File: config.mk
export PLATFORM = sky130hd
export DESIGN_NAME = uart_tx_fifo_core_flat
export DESIGN_NICKNAME = d
export VERILOG_FILES = /design/src/rtl/uart_tx_fifo_core_if.sv /design/src/rtl/uart_tx_fifo_core.sv /design/src/flat_wrapper.sv
export SDC_FILE = /design/constraint.sdc
export NUM_CORES = 1
export LEC_CHECK = 0
export BUFFER_PORTS_ARGS = -buffer_cell sky130_fd_sc_hd__buf_2
export CORE_UTILIZATION = 55
export DETAILED_ROUTE_END_ITERATION = 12
export GPL_TIMING_DRIVEN = 0
export PLACE_DENSITY = 0.73
export SETUP_SLACK_MARGIN = 0.02
export SLEW_MARGIN = 10
export SYNTH_ARGS = -nofsm -noshare
export SYNTH_HDL_FRONTEND = slang
export SYNTH_SLANG_ARGS = --single-unit
export TNS_END_PERCENT = 100
File: constraint.sdc
create_clock -name clk -period 6.25 [get_ports clk]
set_input_delay 0.625 -clock clk [delete_from_list [all_inputs] [get_ports clk]]
set_output_delay 0.625 -clock clk [all_outputs]
set_load 0.02 [all_outputs]
File: src/rtl/uart_tx_fifo_core_if.sv
// uart_tx_fifo_core_if
// Groups the configuration, push and status signals of the UART transmit channel.
//   master : bus wrapper side; drives config and push, observes status.
//   slave  : transmit core side.
// Signals:
//   tx_en, baud_div, data_bits, parity_mode, stop2 : frame configuration
//   wr_valid, wr_data, wr_ready                    : FIFO push handshake
//   ovf_clr, ovf                                   : sticky overflow flag and its clear
//   fifo_level, tx_busy, irq_idle                  : status
interface uart_tx_fifo_core_if #(
  parameter int unsigned FIFO_DEPTH = 16,
  parameter int unsigned DIV_W      = 16
);
  localparam int unsigned LVL_W = $clog2(FIFO_DEPTH) + 1;

  logic             tx_en;
  logic [DIV_W-1:0] baud_div;
  logic [1:0]       data_bits;
  logic [1:0]       parity_mode;
  logic             stop2;
  logic             wr_valid;
  logic [7:0]       wr_data;
  logic             wr_ready;
  logic             ovf_clr;
  logic             ovf;
  logic [LVL_W-1:0] fifo_level;
  logic             tx_busy;
  logic             irq_idle;

  modport master (
    output tx_en, baud_div, data_bits, parity_mode, stop2, wr_valid, wr_data, ovf_clr,
    input  wr_ready, ovf, fifo_level, tx_busy, irq_idle
  );

  modport slave (
    input  tx_en, baud_div, data_bits, parity_mode, stop2, wr_valid, wr_data, ovf_clr,
    output wr_ready, ovf, fifo_level, tx_busy, irq_idle
  );
endinterface

File: src/rtl/uart_tx_fifo_core.sv
// uart_tx_fifo_core
// Buffered UART transmitter: bytes are pushed into a FIFO and serialised with runtime-selected
// data length (5-8), parity (none/even/odd/mark) and one or two stop bits. Each frame latches
// its configuration when its byte is popped.
// Ports:
//   clk     : clock
//   rst     : asynchronous active-high reset; aborts any frame in progress
//   bus     : configuration / push / status bundle (slave side)
//   uart_tx : registered serial output, idle high
module uart_tx_fifo_core #(
  parameter int unsigned FIFO_DEPTH = 16,
  parameter int unsigned DIV_W      = 16
) (
  input  logic                  clk,
  input  logic                  rst,
  uart_tx_fifo_core_if.slave    bus,
  output logic                  uart_tx
);

  localparam int unsigned AW = $clog2(FIFO_DEPTH);
  localparam int unsigned LW = AW + 1;
  localparam logic [LW-1:0] FULL_LVL = LW'(FIFO_DEPTH);

  typedef enum logic [2:0] {StIdle, StStart, StData, StParity, StStop} state_e;

  // FIFO storage and bookkeeping
  logic [7:0]    r_mem [FIFO_DEPTH];
  logic [AW-1:0] r_wr_ptr;
  logic [AW-1:0] r_rd_ptr;
  logic [LW-1:0] r_level;
  logic          r_ovf;

  // Frame state
  state_e           r_state;
  logic [DIV_W-1:0] r_baud_cnt;
  logic [DIV_W-1:0] r_div;
  logic [7:0]       r_shift;
  logic [2:0]       r_bit_idx;
  logic [2:0]       r_last_idx;
  logic             r_par_en;
  logic             r_par_bit;
  logic             r_stop2;
  logic             r_stop_idx;
  logic             r_tx;
  logic             r_busy;
  logic             r_irq;

  // Next-state values
  state_e           w_state_nxt;
  logic [DIV_W-1:0] w_cnt_nxt;
  logic [DIV_W-1:0] w_div_nxt;
  logic [7:0]       w_shift_nxt;
  logic [2:0]       w_bit_idx_nxt;
  logic [2:0]       w_last_idx_nxt;
  logic             w_par_en_nxt;
  logic             w_par_bit_nxt;
  logic             w_stop2_nxt;
  logic             w_stop_idx_nxt;
  logic             w_tx_nxt;
  logic             w_busy_nxt;
  logic             w_irq_nxt;
  logic             w_start;

  logic             w_wr_ready;
  logic             w_push;
  logic             w_pop;
  logic             w_empty;
  logic [7:0]       w_head;
  logic [7:0]       w_mask;
  logic [7:0]       w_head_bits;
  logic             w_par_calc;
  logic             w_bit_end;
  logic [DIV_W-1:0] w_cnt_dec;

  // ---------------------------------------------------------------------------------------------
  // FIFO
  // ---------------------------------------------------------------------------------------------
  // Readiness looks only at the registered level, so a same-cycle pop cannot admit a push.
  assign w_wr_ready = (r_level != FULL_LVL);
  assign w_push     = bus.wr_valid && w_wr_ready;
  assign w_pop      = w_start;
  assign w_empty    = (r_level == '0);
  assign w_head     = r_mem[r_rd_ptr];

  always_ff @(posedge clk) begin
    if (w_push) begin
      r_mem[r_wr_ptr] <= bus.wr_data;
    end
  end

  always_ff @(posedge clk or posedge rst) begin
    if (rst) begin
      r_wr_ptr <= '0;
      r_rd_ptr <= '0;
      r_level  <= '0;
      r_ovf    <= 1'b0;
    end else begin
      if (w_push) begin
        r_wr_ptr <= r_wr_ptr + AW'(1);
      end
      if (w_pop) begin
        r_rd_ptr <= r_rd_ptr + AW'(1);
      end
      if (w_push && !w_pop) begin
        r_level <= r_level + LW'(1);
      end else if (!w_push && w_pop) begin
        r_level <= r_level - LW'(1);
      end
      // A dropped push outranks a clear in the same cycle.
      if (bus.wr_valid && !w_wr_ready) begin
        r_ovf <= 1'b1;
      end else if (bus.ovf_clr) begin
        r_ovf <= 1'b0;
      end
    end
  end

  // ---------------------------------------------------------------------------------------------
  // Parity of the head word, computed over the selected data length only
  // ---------------------------------------------------------------------------------------------
  assign w_mask      = 8'hFF >> (2'd3 - bus.data_bits);
  assign w_head_bits = w_head & w_mask;

  always_comb begin
    w_par_calc = 1'b0;
    unique case (bus.parity_mode)
      2'b00: w_par_calc = 1'b0;
      2'b01: w_par_calc = ^w_head_bits;
      2'b10: w_par_calc = ~^w_head_bits;
      2'b11: w_par_calc = 1'b1;
    endcase
  end

  // ---------------------------------------------------------------------------------------------
  // Frame FSM
  // ---------------------------------------------------------------------------------------------
  assign w_bit_end = (r_baud_cnt == '0);
  assign w_cnt_dec = r_baud_cnt - DIV_W'(1);

  always_comb begin
    w_state_nxt    = r_state;
    w_cnt_nxt      = r_baud_cnt;
    w_div_nxt      = r_div;
    w_shift_nxt    = r_shift;
    w_bit_idx_nxt  = r_bit_idx;
    w_last_idx_nxt = r_last_idx;
    w_par_en_nxt   = r_par_en;
    w_par_bit_nxt  = r_par_bit;
    w_stop2_nxt    = r_stop2;
    w_stop_idx_nxt = r_stop_idx;
    w_tx_nxt       = r_tx;
    w_busy_nxt     = r_busy;
    w_irq_nxt      = 1'b0;
    w_start        = 1'b0;

    case (r_state)
      StIdle: begin
        w_tx_nxt   = 1'b1;
        w_busy_nxt = 1'b0;
        if (bus.tx_en && !w_empty) begin
          w_start = 1'b1;
        end
      end

      StStart: begin
        if (w_bit_end) begin
          w_state_nxt   = StData;
          w_cnt_nxt     = r_div;
          w_bit_idx_nxt = 3'd0;
          w_tx_nxt      = r_shift[0];
        end else begin
          w_cnt_nxt = w_cnt_dec;
        end
      end

      StData: begin
        if (w_bit_end) begin
          w_cnt_nxt = r_div;
          if (r_bit_idx == r_last_idx) begin
            if (r_par_en) begin
              w_state_nxt = StParity;
              w_tx_nxt    = r_par_bit;
            end else begin
              w_state_nxt    = StStop;
              w_tx_nxt       = 1'b1;
              w_stop_idx_nxt = 1'b0;
            end
          end else begin
            w_bit_idx_nxt = r_bit_idx + 3'd1;
            w_shift_nxt   = r_shift >> 1;
            w_tx_nxt      = r_shift[1];
          end
        end else begin
          w_cnt_nxt = w_cnt_dec;
        end
      end

      StParity: begin
        if (w_bit_end) begin
          w_state_nxt    = StStop;
          w_cnt_nxt      = r_div;
          w_tx_nxt       = 1'b1;
          w_stop_idx_nxt = 1'b0;
        end else begin
          w_cnt_nxt = w_cnt_dec;
        end
      end

      StStop: begin
        if (w_bit_end) begin
          if (r_stop2 && !r_stop_idx) begin
            w_stop_idx_nxt = 1'b1;
            w_cnt_nxt      = r_div;
          end else if (bus.tx_en && !w_empty) begin
            // Back-to-back frame, no idle gap.
            w_start = 1'b1;
          end else begin
            w_state_nxt = StIdle;
            w_tx_nxt    = 1'b1;
            w_busy_nxt  = 1'b0;
            w_irq_nxt   = w_empty;
          end
        end else begin
          w_cnt_nxt = w_cnt_dec;
        end
      end

      default: begin
        w_state_nxt = StIdle;
        w_tx_nxt    = 1'b1;
        w_busy_nxt  = 1'b0;
      end
    endcase

    // Frame start pops the head and freezes the configuration for the whole frame.
    if (w_start) begin
      w_state_nxt    = StStart;
      w_cnt_nxt      = bus.baud_div;
      w_div_nxt      = bus.baud_div;
      w_shift_nxt    = w_head;
      w_last_idx_nxt = {1'b0, bus.data_bits} + 3'd4;
      w_par_en_nxt   = (bus.parity_mode != 2'b00);
      w_par_bit_nxt  = w_par_calc;
      w_stop2_nxt    = bus.stop2;
      w_stop_idx_nxt = 1'b0;
      w_tx_nxt       = 1'b0;
      w_busy_nxt     = 1'b1;
    end
  end

  always_ff @(posedge clk or posedge rst) begin
    if (rst) begin
      r_state    <= StIdle;
      r_baud_cnt <= '0;
      r_div      <= '0;
      r_shift    <= '0;
      r_bit_idx  <= '0;
      r_last_idx <= '0;
      r_par_en   <= 1'b0;
      r_par_bit  <= 1'b0;
      r_stop2    <= 1'b0;
      r_stop_idx <= 1'b0;
      r_tx       <= 1'b1;
      r_busy     <= 1'b0;
      r_irq      <= 1'b0;
    end else begin
      r_state    <= w_state_nxt;
      r_baud_cnt <= w_cnt_nxt;
      r_div      <= w_div_nxt;
      r_shift    <= w_shift_nxt;
      r_bit_idx  <= w_bit_idx_nxt;
      r_last_idx <= w_last_idx_nxt;
      r_par_en   <= w_par_en_nxt;
      r_par_bit  <= w_par_bit_nxt;
      r_stop2    <= w_stop2_nxt;
      r_stop_idx <= w_stop_idx_nxt;
      r_tx       <= w_tx_nxt;
      r_busy     <= w_busy_nxt;
      r_irq      <= w_irq_nxt;
    end
  end

  // ---------------------------------------------------------------------------------------------
  // Outputs
  // ---------------------------------------------------------------------------------------------
  assign bus.wr_ready   = w_wr_ready;
  assign bus.ovf        = r_ovf;
  assign bus.fifo_level = r_level;
  assign bus.tx_busy    = r_busy;
  assign bus.irq_idle   = r_irq;
  assign uart_tx        = r_tx;

endmodule
File: src/flat_wrapper.sv
// flat-port wrapper written by rule: the top's interface ports become plain ports
module uart_tx_fifo_core_flat 
#(
  parameter int unsigned FIFO_DEPTH = 16,
  parameter int unsigned DIV_W      = 16
)
  (clk, rst, uart_tx, bus_tx_en, bus_baud_div, bus_data_bits, bus_parity_mode, bus_stop2, bus_wr_valid, bus_wr_data, bus_ovf_clr, bus_wr_ready, bus_ovf, bus_fifo_level, bus_tx_busy, bus_irq_idle);
  uart_tx_fifo_core_if #(.FIFO_DEPTH(FIFO_DEPTH), .DIV_W(DIV_W)) bus_i ();
  input  logic clk;
  input  logic rst;
  output logic uart_tx;
  input wire logic [$bits(bus_i.tx_en)-1:0] bus_tx_en;
  input wire logic [$bits(bus_i.baud_div)-1:0] bus_baud_div;
  input wire logic [$bits(bus_i.data_bits)-1:0] bus_data_bits;
  input wire logic [$bits(bus_i.parity_mode)-1:0] bus_parity_mode;
  input wire logic [$bits(bus_i.stop2)-1:0] bus_stop2;
  input wire logic [$bits(bus_i.wr_valid)-1:0] bus_wr_valid;
  input wire logic [$bits(bus_i.wr_data)-1:0] bus_wr_data;
  input wire logic [$bits(bus_i.ovf_clr)-1:0] bus_ovf_clr;
  output wire logic [$bits(bus_i.wr_ready)-1:0] bus_wr_ready;
  output wire logic [$bits(bus_i.ovf)-1:0] bus_ovf;
  output wire logic [$bits(bus_i.fifo_level)-1:0] bus_fifo_level;
  output wire logic [$bits(bus_i.tx_busy)-1:0] bus_tx_busy;
  output wire logic [$bits(bus_i.irq_idle)-1:0] bus_irq_idle;
  assign bus_i.tx_en = bus_tx_en;
  assign bus_i.baud_div = bus_baud_div;
  assign bus_i.data_bits = bus_data_bits;
  assign bus_i.parity_mode = bus_parity_mode;
  assign bus_i.stop2 = bus_stop2;
  assign bus_i.wr_valid = bus_wr_valid;
  assign bus_i.wr_data = bus_wr_data;
  assign bus_i.ovf_clr = bus_ovf_clr;
  assign bus_wr_ready = bus_i.wr_ready;
  assign bus_ovf = bus_i.ovf;
  assign bus_fifo_level = bus_i.fifo_level;
  assign bus_tx_busy = bus_i.tx_busy;
  assign bus_irq_idle = bus_i.irq_idle;
  uart_tx_fifo_core #(.FIFO_DEPTH(FIFO_DEPTH), .DIV_W(DIV_W)) u_core (.clk(clk), .rst(rst), .bus(bus_i), .uart_tx(uart_tx));
endmodule
==> out/qor.yml, run 1 <==
outcome:
  result_of_the_run: "finished, final reports clean"
grt:
  grt.overflow.total: 0
  wire_length_of_the_first_global_routing_pass_mm: 28.24
  grt_start_max_net_pins: 67
  total_routing_usage_gr: 0.2375
  antenna_found_initial: 0
  via_count_of_the_first_global_routing_pass: 5477
drt:
  drc: 0
  dr.pass1.iters: 5
  drt-wirelength-per-cell_um: 19.66
  vias: 5372
  routed_wl_mm: 17.56
  drt.antenna.violating_nets: 0
  detail_route.iter0.violations: 439
  vias_per_cell: 6.016
die:
  die_width_um: 126.9
  fp.coreArea_um2: 15200
  std_cell_rows: 45
  initial_utilization: 0.5648
  die_h_um: 126.9
  design.portCount: 44
  design.die.area_um2: 16110
synth:
  synth.yosys.seq_area_share: 0.6519
  yosysUniqueCellTypes: 49
  synth_edf_count: 128
  syn_avg_cell_area_um2: 13.63
  synth.yosys.warnings: 0
  syn_nets: 676
  yosys_register_bits: 198
  syn_area_um2: 8586
  async_flop_share: 0.3535
  synth_cells: 630
  synth_ff_type: "sky130_fd_sc_hd__edfxtp_1"
clocking:
  cts.sink_count: 198
  h-tree-depth: 4
  cts_made_buffers: 17
  postCtsResizedCells: 0
  clock_tree_from_tritoncts: "built"
  cts.repair_timing.setup_buffer_count: 0
  cts_max_path_buffers: 2
  cts_root_buffer: "sky130_fd_sc_hd__clkbuf_16"
  cts.hold.buffers_added: 0
  clkTransAtPathRegs_ns: 0.07
  clock_latency_ns: 0.44
flow_run:
  timing.max_cap.violations: 0
timing:
  finalHoldViolations: 0
  worst_clock_skew_ns: 0.01091
  max_slew.worst_pin.slew_ns: 1.157
  timing.max_slew.rel_slack: 0.2231
  setup_viol: 0
  grt_setup_unrepaired: "no"
  part_of_the_cycle_the_worst_path_needs: 0.8114
  timing.fmax_mhz: 197.2
  finalCriticalPeriod_ns: 5.071
  timing.final.max_slew_violations: 0
  fin_tns_setup_ns: 0
worst_setup_path:
  critical_path.most_common_cell: "sky130_fd_sc_hd__ha_1"
  startpoint_type: "flop"
  criticalPathCategory: "reg -> reg"
  worst_setup_path_end_kind: "flop"
  crit_path_max_fanout: 10
  crit_slowest_cell: "sky130_fd_sc_hd__a2111oi_4"
  crit_path_cell_trace: "or4_1, or4b_1, clkbuf_1, or4b_4, a2111oi_4, inv_2, buf_2, ha_1, inv_1, ha_1, a21o_1, a21oi_1, xnor2_1, nor2_1, xor2_1"
  arrival_ns: 5.39
  worst-endpoint-required_ns: 6.57
  peak_per_stage_delay_on_the_critical_path_ns: 0.75
placed_design:
  gp_routability_congestion: 0.8606
  io_buffers: 43
  place.detailed.hpwl_mm: 11.98
final_layout:
  flow.area_growth_from_synthesis_pct: 12.45
  finish.utilization: 0.6351
  layout-drive-gt1-share: 0.1943
  n_antenna_cell: 0
  nNetsFinal: 739
power:
  max-vdd-ir-drop_uv: 284.9
  seq_power_share: 0.522
  power_report.internal_total_mw: 2.214
  power_switching_share: 0.2617
  combinational_share_of_power: 0.124
  power_density_nw_per_um2: 310.7
  power.static_leakage_nw: 3.669
  power_frac_clock: 0.353
  total_switching_power_mw: 0.7848
min_path:
  hp-class: "in -> async"
critical path: cells and delay by family, from the launching register on:
family	cells	cell delay, ns
compound gates	3	1.10
xor+xnor	2	0.29
fa+ha+maj	2	0.52
buf+inv	4	0.84
flops	1	0.43
simple gates	4	1.78
flip-flops by register name, indices dropped and copies added (netlist names):
signal	flops
u_core.r_stop2	1
u_core.r_par_bit	1
u_core.r_rd_ptr	4
u_core.r_mem	128
u_core.r_last_idx	3
u_core.r_wr_ptr	4
u_core.r_baud_cnt	16
u_core.bus.ovf	1
u_core.bus.fifo_level	5
u_core.r_par_en	1
u_core.r_shift	8
u_core.r_bit_idx	3
u_core.r_div	16
u_core.r_stop_idx	1
u_core.bus.irq_idle	1
u_core.bus.tx_busy	1
u_core.uart_tx	1
u_core.r_state	3
cell families (layout without fill, tap and decap cells):
logic type	count (synthesis)	count (layout)	synth area share
and+or+nand+nor	202	202	0.1038
DFF	198	198	0.6519
adders and majority gates	12	12	0.01836
AOI/OAI and AO/OA	107	107	0.07607
xor gates and xnor gates	21	21	0.02303
muxes	47	47	0.1065
buffers and inverters	43	118	0.02040
stage by stage:
stage / instance area (um2) / worst slack, ns / hold WS [ns] / power (mW) / instances
after CTS: 9654 / 1.150 / 0.04620 / 3.017 / 893
after global routing: 9654 / 0.9291 / 0.04867 / 3.109 / 893
after floorplan: 8586 / 1.865 / 0.4371 / 1.834 / 630
after global placement: 9036 / 1.242 / 0.4583 / 1.934 / 861
after detailed placement: 9086 / 1.211 / 0.4625 / 1.969 / 862
final: 9654 / 1.179 / 0.05749 / 2.999 / 893
Yosys cell counts (all sizes together), types with 5 or more instances:
cell type	number	share of area
a211oi	5	0.0044
a21oi	24	0.014
a22o	8	0.0082
a31oi	6	0.0044
buf	15	0.0082
clkbuf	16	0.0070
dfrtp	69	0.20
edfxtp	128	0.45
ha	11	0.016
inv	12	0.0052
mux2	5	0.0066
mux2i	7	0.0082
mux4	35	0.092
nand2	97	0.042
nand2b	6	0.0044
nand3	6	0.0035
nor2	53	0.023
nor3	11	0.0064
nor4	5	0.0036
o21ai	48	0.028
or3	5	0.0036
xnor2	14	0.014
xor2	6	0.0061
placed cells by master, fill, tap and decap left out, types with 7 or more instances in the layout:
| master | Yosys | routed |
|---|---|---|
| sky130_fd_sc_hd__nor3_1 | 11 | 7 |
| sky130_fd_sc_hd__dfrtp_1 | 69 | 69 |
| sky130_fd_sc_hd__edfxtp_1 | 128 | 128 |
| sky130_fd_sc_hd__xnor2_1 | 14 | 14 |
| sky130_fd_sc_hd__clkbuf_1 | 16 | 16 |
| sky130_fd_sc_hd__mux2i_1 | 7 | 7 |
| sky130_fd_sc_hd__a22o_1 | 8 | 8 |
| sky130_fd_sc_hd__ha_1 | 11 | 11 |
| sky130_fd_sc_hd__inv_1 | 11 | 10 |
| sky130_fd_sc_hd__nor2_1 | 53 | 53 |
| sky130_fd_sc_hd__buf_2 | 11 | 54 |
| sky130_fd_sc_hd__o21ai_0 | 43 | 43 |
| sky130_fd_sc_hd__mux4_2 | 35 | 35 |
| sky130_fd_sc_hd__nand2_1 | 97 | 97 |
| sky130_fd_sc_hd__a21oi_1 | 24 | 24 |
| sky130_fd_sc_hd__clkbuf_16 | 0 | 17 |
path summary, 6_finish.rpt:
path	slack, ns	end	cells after the start	from
max in group asynchronous	5.63	u_core.uart_tx	3	rst
hold reg to reg	0.47	u_core.r_stop_idx	2	u_core.r_stop_idx
hold / removal	0.06	u_core.r_wr_ptr[3]	2	rst
min in group clk	0.37	u_core.bus.ovf	2	bus_ovf_clr
setup reg to reg	1.18	u_core.bus.fifo_level[4]	15	u_core.r_baud_cnt[6]
setup / recovery	1.18	u_core.bus.fifo_level[4]	15	u_core.r_baud_cnt[6]
power groups by stage:
stage / logic, mW / registers, mW / clock network (mW)
finish: 0.373 / 1.57 / 1.06
global route: 0.411 / 1.58 / 1.12
CTS: 0.377 / 1.57 / 1.07
detailed placement: 0.375 / 1.59 / 0
global placement: 0.348 / 1.59 / 0
floorplan: 0.232 / 1.60 / 0
area by class of cell:
type / count / area (um2)
Sequential cell: 198 / 5597
Fill cell: 1093 / 5548
Multi-Input combinational cell: 389 / 2834
Clock buffer: 17 / 425.4
Timing Repair Buffer: 44 / 242.7
Tap cell: 188 / 235.2
Clock inverter: 14 / 142.6
Buffer: 31 / 130.1
Inverter: 12 / 47.55
layer usage:
layer	vias to the layer above	part of all wire	global-route usage
met1	2695	0.42	0.3001
li1	2459	-	-
met4	0	0.021	0.09594
met5	-	0	0
met3	33	0.047	0.04724
met2	185	0.51	0.4047
Power figures use the tool's default switching activity.
==> inputs of run 2 (changes only) <==
==> constraint.sdc (replaced) <==
create_clock -name clk -period 4.8 [get_ports clk]
set_input_delay 0.48 -clock clk [delete_from_list [all_inputs] [get_ports clk]]
set_output_delay 0.48 -clock clk [all_outputs]
set_load 0.02 [all_outputs]
==> run 2 against run 1 <==
Worst setup slack lost 0.88 ns. Hold slack gained 0.17 ns. Register-to-register slack lost 0.88 ns. Largest power group unchanged. Highest routed layer unchanged.
==> out/qor.yml, run 2 (synthesis results as in run 1) <==
timing:
  timing.final.max_slew_violations: 0
  timing.max_slew.rel_slack: 0.2224
  setup_viol: 0
  timing.fmax_mhz: 222.1
  grt_setup_unrepaired: "no"
  max_slew.worst_pin.slew_ns: 1.157
  fin_tns_setup_ns: 0
  finalCriticalPeriod_ns: 4.503
  part_of_the_cycle_the_worst_path_needs: 0.9381
  finalHoldViolations: 0
  worst_slack_ns: 0.2972
  worst_clock_skew_ns: 0.01474
drt:
  drc: 0
  vias_per_cell: 5.963
  met1_length_mm: 7.350
  dr_wl_met2_mm: 8.946
  detail_route.iter0.violations: 461
  routed_wl_mm: 17.60
  vias: 5355
  dr_wl_met3_um: 916
  top_layer: "met4"
  drt.antenna.violating_nets: 0
  drt-wirelength-per-cell_um: 19.60
  dr.pass1.iters: 4
worst_setup_path:
  setup.reg_to_reg.worst_slack_ns: 0.30
  crit_path_max_fanout: 10
  worst-endpoint-required_ns: 5.12
  worst_setup_path_end_kind: "flop"
  reg2regPathDepth: 15
  startpoint_type: "flop"
  timing.rr.start: "u_core.r_baud_cnt[6]"
  worst_r2r_endpoint: "u_core.bus.fifo_level[4]"
  arrival_ns: 4.82
  criticalPathCategory: "reg -> reg"
grt:
  wire_length_of_the_first_global_routing_pass_mm: 28.37
  grt.overflow.total: 0
  antenna_found_initial: 0
  grt_start_max_net_pins: 67
  via_count_of_the_first_global_routing_pass: 5494
  total_routing_usage_gr: 0.2384
min_path:
  hp-class: "in -> reg"
  min_from: "bus_ovf_clr"
  worst_hold_path.endpoint: "u_core.bus.ovf"
  hold-path-cell-count: 2
clocking:
  postCtsResizedCells: 0
  cts_made_buffers: 17
  cts_max_path_buffers: 2
  h-tree-depth: 4
  cts.sink_count: 198
  clock_latency_ns: 0.44
  clock_tree_from_tritoncts: "built"
  clkTransAtPathRegs_ns: 0.07
  cts_root_buffer: "sky130_fd_sc_hd__clkbuf_16"
outcome:
  result_of_the_run: "finished, final reports clean"
final_layout:
  largest_register_ff_count: 128
  final_area_um2: 9694
  top_register: "u_core.r_mem"
  post_layout_nonfiller_instances: 898
  n_antenna_cell: 0
  flow.area_growth_from_synthesis_pct: 12.91
  final_common_cell: "sky130_fd_sc_hd__edfxtp_1"
  layout-drive-gt1-share: 0.1986
  final_cell_mix: "sky130_fd_sc_hd__edfxtp_1 (128), sky130_fd_sc_hd__nand2_1 (97), sky130_fd_sc_hd__dfrtp_1 (69), sky130_fd_sc_hd__buf_2 (54), sky130_fd_sc_hd__nor2_1 (53)"
  layout_top_registers: "u_core.r_mem: 128 flops, u_core.r_baud_cnt: 16 flops, u_core.r_div: 16 flops"
  nNetsFinal: 744
power:
  power_density_nw_per_um2: 402.9
  max-vdd-ir-drop_uv: 370.5
  power.static_leakage_nw: 3.691
  fin_total_pwr_mw: 3.906
die:
  initial_utilization: 0.5648
  std_cell_rows: 45
  die_width_um: 126.9
  die_h_um: 126.9
  design.die.area_um2: 16110
  design.portCount: 44
  fp.coreArea_um2: 15200
placed_design:
  placed_instances: 862
  detailed_place.area_um2: 9086
  io_buffers: 43
  pre_cts_ws_ns: -0.2387
  place.detailed.hpwl_mm: 11.98
  gp_routability_congestion: 0.8606
flow_run:
  timing.max_cap.violations: 0
-- run 2: changes by cell type in the layout (fill, tap and decap cells not counted) --
cell,previous run,this run
sky130_fd_sc_hd__dlygate4sd3_1,0,1
sky130_fd_sc_hd__buf_4,0,4
-- run 2: worst max-delay path by stage --
stage / startpoint / to / slack, ns
after global placement: u_core.r_baud_cnt[6] / u_core.bus.fifo_level[4] / -0.21
final: u_core.r_baud_cnt[6] / u_core.bus.fifo_level[4] / 0.30
after global routing: u_core.r_baud_cnt[6] / u_core.bus.fifo_level[4] / 0.07
after CTS: u_core.r_baud_cnt[6] / u_core.bus.fifo_level[4] / 0.22
after floorplan: u_core.r_baud_cnt[6] / u_core.bus.fifo_level[4] / 0.41
after detailed placement: u_core.r_baud_cnt[6] / u_core.bus.fifo_level[4] / -0.24
-- run 2: layout make-up --
class / count / area [um2]
flip-flops and latches: 198 / 5597
fillers: 1093 / 5508
multi-input cells: 389 / 2834
clock buffers: 17 / 425.4
repair buffers: 49 / 282.8
well taps: 188 / 235.2
clock inverters: 14 / 142.6
plain buffers: 31 / 130.1
inverters: 12 / 47.55
-- run 2: timing repair --
action / CTS / global route
endpoints found under the setup margin: 3 / 1
hold buffers: 1 / 0
pin swaps: 1 / 0
buffers inserted: 1 / 3
endpoints found under the hold margin: 4 / 0
-- run 2: power by group --
group / switching, mW / internal [mW] / leakage, nW / total (mW)
registers: 0.0684 / 1.97 / 2.02 / 2.04
logic: 0.305 / 0.181 / 1.39 / 0.486
clock network: 0.649 / 0.730 / 0.282 / 1.38
-- run 2: metal layers --
layer	track usage	vias to the layer above
met3	0.04639	36
met4	0.09524	0
met5	0	-
met1	0.3007	2684
li1	-	2463
met2	0.4082	172
-- run 2: worst max-delay path, stage by stage, from the launching register on --
cell and delay [ns]:
sky130_fd_sc_hd__dfrtp_1 0.43, sky130_fd_sc_hd__or4_1 0.62, sky130_fd_sc_hd__or4b_1 0.49, sky130_fd_sc_hd__clkbuf_1 0.19, sky130_fd_sc_hd__or4b_4 0.61, sky130_fd_sc_hd__a2111oi_4 0.36, sky130_fd_sc_hd__inv_2 0.11, sky130_fd_sc_hd__buf_2 0.22
sky130_fd_sc_hd__ha_1 0.23, sky130_fd_sc_hd__inv_1 0.14, sky130_fd_sc_hd__ha_1 0.29, sky130_fd_sc_hd__a21o_1 0.19, sky130_fd_sc_hd__a21oi_1 0.16, sky130_fd_sc_hd__xnor2_1 0.14, sky130_fd_sc_hd__nor2_1 0.07, sky130_fd_sc_hd__xor2_1 0.15
-- run 2: per-stage QoR --
stage	utilization	hold slack (ns)
6_report	0.6377	0.2303
5_1_grt	0.6377	0.2363
4_1_cts	0.6362	0.2241
3_5_place_dp	0.5977	0.3716
3_3_place_gp	0.5944	0.4583
2_1_floorplan	-	0.4371
